$ cat config.mk
export PLATFORM = sky130hd
export DESIGN_NAME = reset_sequencer
export DESIGN_NICKNAME = d
export VERILOG_FILES = /design/src/rtl/reset_sequencer.sv
export SDC_FILE = /design/constraint.sdc
export NUM_CORES = 1
export LEC_CHECK = 0
export ABC_AREA = 1
export CORE_MARGIN = 2
export CORE_UTILIZATION = 50
export DETAILED_ROUTE_END_ITERATION = 8
export HOLD_SLACK_MARGIN = 0.12
export PLACE_DENSITY = 0.71
export SLEW_MARGIN = 20
export SYNTH_ARGS = -nofsm -noshare
export SYNTH_HDL_FRONTEND = slang
export SYNTH_SLANG_ARGS = --single-unit
$ cat constraint.sdc
create_clock -name clk_i -period 3.25 [get_ports clk_i]
set_input_delay 0.65 -clock clk_i [delete_from_list [all_inputs] [get_ports clk_i]]
set_output_delay 0.65 -clock clk_i [all_outputs]
set_load 0.05 [all_outputs]
$ cat src/rtl/reset_sequencer.sv
// Reset sequencer: releases NUM_STAGES downstream reset domains in order,
// STAGE_DELAY cycles apart, once the MSS reports ready. A soft-reset
// request pulls every domain back into reset and restarts the sequence.
module reset_sequencer #(
  parameter int NUM_STAGES  = 4,
  parameter int STAGE_DELAY = 16
) (
  input  logic                  clk_i,
  input  logic                  fabric_reset_n_i,
  input  logic                  mss_ready_i,
  input  logic                  force_rst_i,
  output logic [NUM_STAGES-1:0] stage_rst_n_o,
  output logic                  seq_done_o
);

  localparam int CNT_W = $clog2(STAGE_DELAY);
  localparam int IDX_W = $clog2(NUM_STAGES + 1);
  localparam logic [CNT_W-1:0] CNT_MAX  = CNT_W'(STAGE_DELAY - 1);
  localparam logic [IDX_W-1:0] IDX_LAST = IDX_W'(NUM_STAGES - 1);

  typedef enum logic [1:0] {
    HOLD = 2'd0,
    SEQ  = 2'd1,
    DONE = 2'd2
  } state_e;

  state_e                  state_q, state_d;
  logic [CNT_W-1:0]        cnt_q, cnt_d;
  logic [IDX_W-1:0]        idx_q, idx_d;
  logic [NUM_STAGES-1:0]   stg_q, stg_d;
  logic                    done_q, done_d;
  logic [1:0]              rdy_sync_q, frc_sync_q;
  logic                    rdy_s, frc_s;

  // Two-flop synchronisers for the asynchronous MSS level and soft reset.
  always_ff @(posedge clk_i or negedge fabric_reset_n_i) begin
    if (!fabric_reset_n_i) begin
      rdy_sync_q <= 2'b00;
      frc_sync_q <= 2'b00;
    end else begin
      rdy_sync_q <= {rdy_sync_q[0], mss_ready_i};
      frc_sync_q <= {frc_sync_q[0], force_rst_i};
    end
  end

  assign rdy_s = rdy_sync_q[1];
  assign frc_s = frc_sync_q[1];

  // State, delay counter, stage index and registered outputs.
  always_ff @(posedge clk_i or negedge fabric_reset_n_i) begin
    if (!fabric_reset_n_i) begin
      state_q <= HOLD;
      cnt_q   <= '0;
      idx_q   <= '0;
      stg_q   <= '0;
      done_q  <= 1'b0;
    end else begin
      state_q <= state_d;
      cnt_q   <= cnt_d;
      idx_q   <= idx_d;
      stg_q   <= stg_d;
      done_q  <= done_d;
    end
  end

  // Next-state logic. The soft reset wins over any release due this edge;
  // the counter saturates so a late MSS_READY releases stage 0 immediately.
  always_comb begin
    state_d = state_q;
    cnt_d   = cnt_q;
    idx_d   = idx_q;
    stg_d   = stg_q;
    done_d  = done_q;
    if (frc_s) begin
      state_d = HOLD;
      cnt_d   = '0;
      idx_d   = '0;
      stg_d   = '0;
      done_d  = 1'b0;
    end else begin
      case (state_q)
        HOLD: begin
          if (cnt_q != CNT_MAX) begin
            cnt_d = cnt_q + CNT_W'(1);
          end else if (rdy_s) begin
            stg_d[0] = 1'b1;
            cnt_d    = '0;
            idx_d    = IDX_W'(1);
            if (NUM_STAGES == 1) begin
              state_d = DONE;
              done_d  = 1'b1;
            end else begin
              state_d = SEQ;
            end
          end
        end
        SEQ: begin
          if (cnt_q != CNT_MAX) begin
            cnt_d = cnt_q + CNT_W'(1);
          end else begin
            for (int i = 0; i < NUM_STAGES; i++) begin
              if (idx_q == IDX_W'(i)) stg_d[i] = 1'b1;
            end
            cnt_d = '0;
            idx_d = idx_q + IDX_W'(1);
            if (idx_q == IDX_LAST) begin
              state_d = DONE;
              done_d  = 1'b1;
            end
          end
        end
        DONE: begin
          state_d = DONE;
        end
        default: begin
          state_d = HOLD;
        end
      endcase
    end
  end

  assign stage_rst_n_o = stg_q;
  assign seq_done_o    = done_q;

endmodule

Word-level counts from Yosys, hierarchy flattened. Index checks and enable logic that the tools add are counted.

$add $sub $neg: 2. Eq/ne operators: 13. Reduce and logical (&&, ||, !) cells: 14. Multiplexer cells: 29.

Operators with widths (number): two-way mux 4 bit (6); two-way mux 3 bit (5); inequality test 3 bit (second input constant) (5); two-way mux 2 bit (5); two-way mux 1 bit (9); AND reduction 3 bit (3); inequality test 4 bit (second input constant) (2); case mux 4 bit (2 select lines) (1); AND reduction 4 bit (2); nonzero test 2 bit (4); equality test 3 x 2 -> 1 bit (second input constant) (2); case mux 2 bit (3 select lines) (1); case mux 3 bit (2 select lines) (1); AND reduction 5 bit (1); adder 4 x 1 -> 4 bit (second input constant) (1); adder 3 x 1 -> 3 bit (second input constant) (1); equality test 3 x 1 -> 1 bit (second input constant) (1); logical NOT 3 bit (1); nonzero test 3 bit (1); equality test 2 x 1 -> 1 bit (second input constant) (1); equality test 2 bit (second input constant) (1); logical NOT 2 bit (1); inequality test 2 bit (second input constant) (1); case mux 1 bit (2 select lines) (1); AND reduction 2 bit (1).

Output and inout bits: 5. Flip-flop bits (word level): 18. Word-level logic and storage cells: 68.

Logic depth before layout (Yosys ltp).
Word-level depth: 5. Gate-level depth with buffers: 10. Depth with buffers taken out: 10.

Worst setup path before layout. No wires, ideal clock.

Path type: reg2out. From: register stg_q[3], in the netlist stage_rst_n_o[3]. To: output stage_rst_n_o[3]. Cell stages (with the launch flop): 2. Path slack: 1.699 ns. Data required time: 2.600 ns. Arrival: 0.901 ns. Path through: dfrtp_1 buf_4.

RTL lines: start: declaration (RTL line 30) `logic [NUM_STAGES-1:0] stg_q, stg_d;`; start signal: assignment (RTL line 61) `stg_q <= stg_d;`; end: declaration (RTL line 12) `output logic [NUM_STAGES-1:0] stage_rst_n_o,`.

No word-level cell between the ends.

Worst setup path in the final report.
From: register stg_q[0], in the netlist stage_rst_n_o[0]. To: output stage_rst_n_o[0].

No word-level cell between the ends.

==> impl_metrics.toml <==
[critical_path]
critPathRequiredTime_ns = 2.60
crit_path_start_kind = "flip-flop"
critPathKind = "flip-flop to output port"
end_kind = "output port"
cp_slowest_cell = "clkdlybuf4s50_1"
critPathTopFamily = "buffers and inverters"
arrival_ns = 1.47
worstPathMaxFanout = 2
cp_slowest_stage_delay_ns = 0.80
path_buf_inv = 1
path_cells = "clkdlybuf4s50_1"

[synth]
synthCells = 114
synth-compound-area-share = 0.0507
synth_xor_area_frac = 0.0173
yosysUniqueCellTypes = 22
syn-cell-area_um2 = 1010
synth_top_family_by_area = "simple AND/OR/NAND/NOR gates"
ys_ff_latch = 17
synth_fp_nets = 126
synth_mux_area_frac = 0.00990
synth_top_area_frac = 0.421
synth_fa_ha_area_frac = 0.0990
synth_area_leaders = "dfrtp_1 42%, nand2_1 11%, ha_1 9.9%"
ys_seq_area_frac = 0.421
synth_top_cell_by_area = "dfrtp_1"
synth_warnings = 0
synthSimpleGateAreaFrac = 0.316
avgSynthCellArea_um2 = 8.87

[clocking]
cts_buffers = 3
cts-root-buf = "clkbuf_4"
holdBufCountCts = 0
htreeDepth = 1
insertion_delay_ns = 0.30
clock_path_buffers = 2
cts.repair.resized = 0
post_cts_buffers = 0
cts_tree = "built"
cts.clk_slew.worst_paths_ns = 0.10
clock_sinks = 17

[job]
maxCapViolCount = 0

[layout]
syn_to_final_growth_pct = 12.0
diodes = 0
drive_above_1_share = 0.153
fillers = 190
multi_input_area_um2 = 498
num-nets-final = 137
area.sequential_um2 = 425

[min_path]
worstHoldPathType = "flip-flop to flip-flop"

[place]
port_buffers = 8
place.gp.congestion = 0.796
dp_slack_ns = 1.46
hpwl_um = 1270

[drt]
firstDrtPassIters = 4
vias = 748
ant_nets = 0
wl_met1_um = 778
via_per_inst = 4.95
met3_length_um = 60
top_layer_used = "met4"
route.detailed.drc = 0
wl_um = 1610
wl_per_cell_um = 10.7
drt_iter0_markers = 13
met2WireLength_um = 747

[die]
die_area_um2 = 2400
ios = 9
core_area_um2 = 1940
std_cell_rows = 16
die_w_um = 49.0
start_util = 0.521
die_h_um = 49.0

[sta]
slew_violations = 0
finalHoldViolCount = 0
period_share = 0.651
setup_viol = 0
max_slew_margin = 0.507
fin_skew_ns = 0.00514
tightest_slew_ns = 0.737
rsz0062_at_grt = "false"
fmax_mhz = 472
tns_ns = 0
fin_ws_ns = 1.13
period_needed_ns = 2.12

[outcome]
outcome = "completed"

[power]
power_frac_comb = 0.443
leakage_nw = 0.581
ir_drop_mv = 0.414
p_clk_frac = 0.158
p_sw_uw = 308
seq_power_share = 0.399
p_per_area_nw_per_um2 = 647
power_switching_share = 0.420
power.internal_uw = 425

[global_route]
grt_pass1_wl_um = 2880
grt_usage = 0.156
grt_max_degree = 18
grt.overflow.total = 0
antenna_found_initial = 0
grt_pass1_vias = 675
==> power groups by stage <==
| stage | Clock (mW) | Sequential [mW] | Combinational [mW] |
|---|---|---|---|
| floorplan | 0 | 0.319 | 0.235 |
| global placement | 0 | 0.295 | 0.319 |
| detailed placement | 0 | 0.298 | 0.326 |
| CTS | 0.118 | 0.294 | 0.329 |
| global route | 0.128 | 0.301 | 0.369 |
| finish | 0.116 | 0.293 | 0.325 |
==> final timing paths <==
path	startpoint	end	slack, ns	cells after the start
worst min register to register	rdy_sync_q[0]	rdy_sync_q[1]	0.36	0
worst max-delay path	stage_rst_n_o[0]	stage_rst_n_o[0]	1.13	1
max in group asynchronous	fabric_reset_n_i	cnt_q[3]	2.00	1
worst max register to register	state_q[1]	cnt_q[0]	1.82	7
worst min-delay path	rdy_sync_q[0]	rdy_sync_q[1]	0.36	0
min in group asynchronous	fabric_reset_n_i	state_q[1]	0.78	1
==> area by class of cell <==
class,instances,share of cell area
Tap cell,27,0.0298
Sequential cell,17,0.376
Timing Repair Buffer,8,0.0707
Clock buffer,4,0.0232
Multi-Input combinational cell,79,0.440
Inverter,16,0.0608
==> Yosys cell counts <==
cell type	instances
buf_4	1
ha_1	8
buf_6	1
a21oi_1	4
nand2_4	5
nand4_1	8
nand3_1	4
xor2_1	1
nor2_4	2
nand3b_1	1
inv_1	12
clkinv_2	1
nor2_1	8
mux2i_1	1
inv_8	1
nand3_2	2
nand2_1	30
o21ai_2	3
xnor2_1	1
dfrtp_1	17
o21ai_1	1
inv_2	2
==> kinds of logic after synthesis <==
family	Yosys count
adder cells (fa/ha/maj)	8
AO/OA/AOI/OAI	8
multiplexers	1
flip-flops	17
AND/OR/NAND/NOR	60
XOR/XNOR	2
buffers and inverters	18
==> flip-flops by register name, indices dropped and copies added, names as in the netlist <==
register       count
cnt_q              4
stage_rst_n_o      4
idx_q              3
frc_sync_q         2
rdy_sync_q         2
state_q            2
==> per-layer routing <==
metal | vias up | track usage
li1 | 382 | -
met1 | 348 | 0.200
met2 | 14 | 0.247
met3 | 4 | 0.0399
met4 | 0 | 0.0714
met5 | - | 0
==> placed cells by master (no fill, tap or decap), types with 2 or more instances in the layout <==
cell	instances
a21oi_1	4
clkbuf_4	3
clkdlybuf4s50_1	8
dfrtp_1	17
ha_1	8
inv_1	12
inv_2	2
nand2_1	30
nand2_4	5
nand3_1	4
nand3_2	2
nand4_1	8
nor2_1	8
nor2_4	2
o21ai_2	3
==> per-stage QoR <==
| stage | instance area, um^2 | std cells | power (mW) | utilization | hold slack [ns] |
|---|---|---|---|---|---|
| after floorplan | 1010 | 114 | 0.554 | - | 0.331 |
| after global placement | 1110 | 147 | 0.614 | 0.570 | 0.332 |
| after detailed placement | 1110 | 147 | 0.623 | 0.570 | 0.340 |
| after CTS | 1130 | 151 | 0.740 | 0.583 | 0.363 |
| after global routing | 1130 | 151 | 0.798 | 0.583 | 0.380 |
| final | 1130 | 151 | 0.733 | 0.583 | 0.360 |
(Power assumes the default switching activity.)
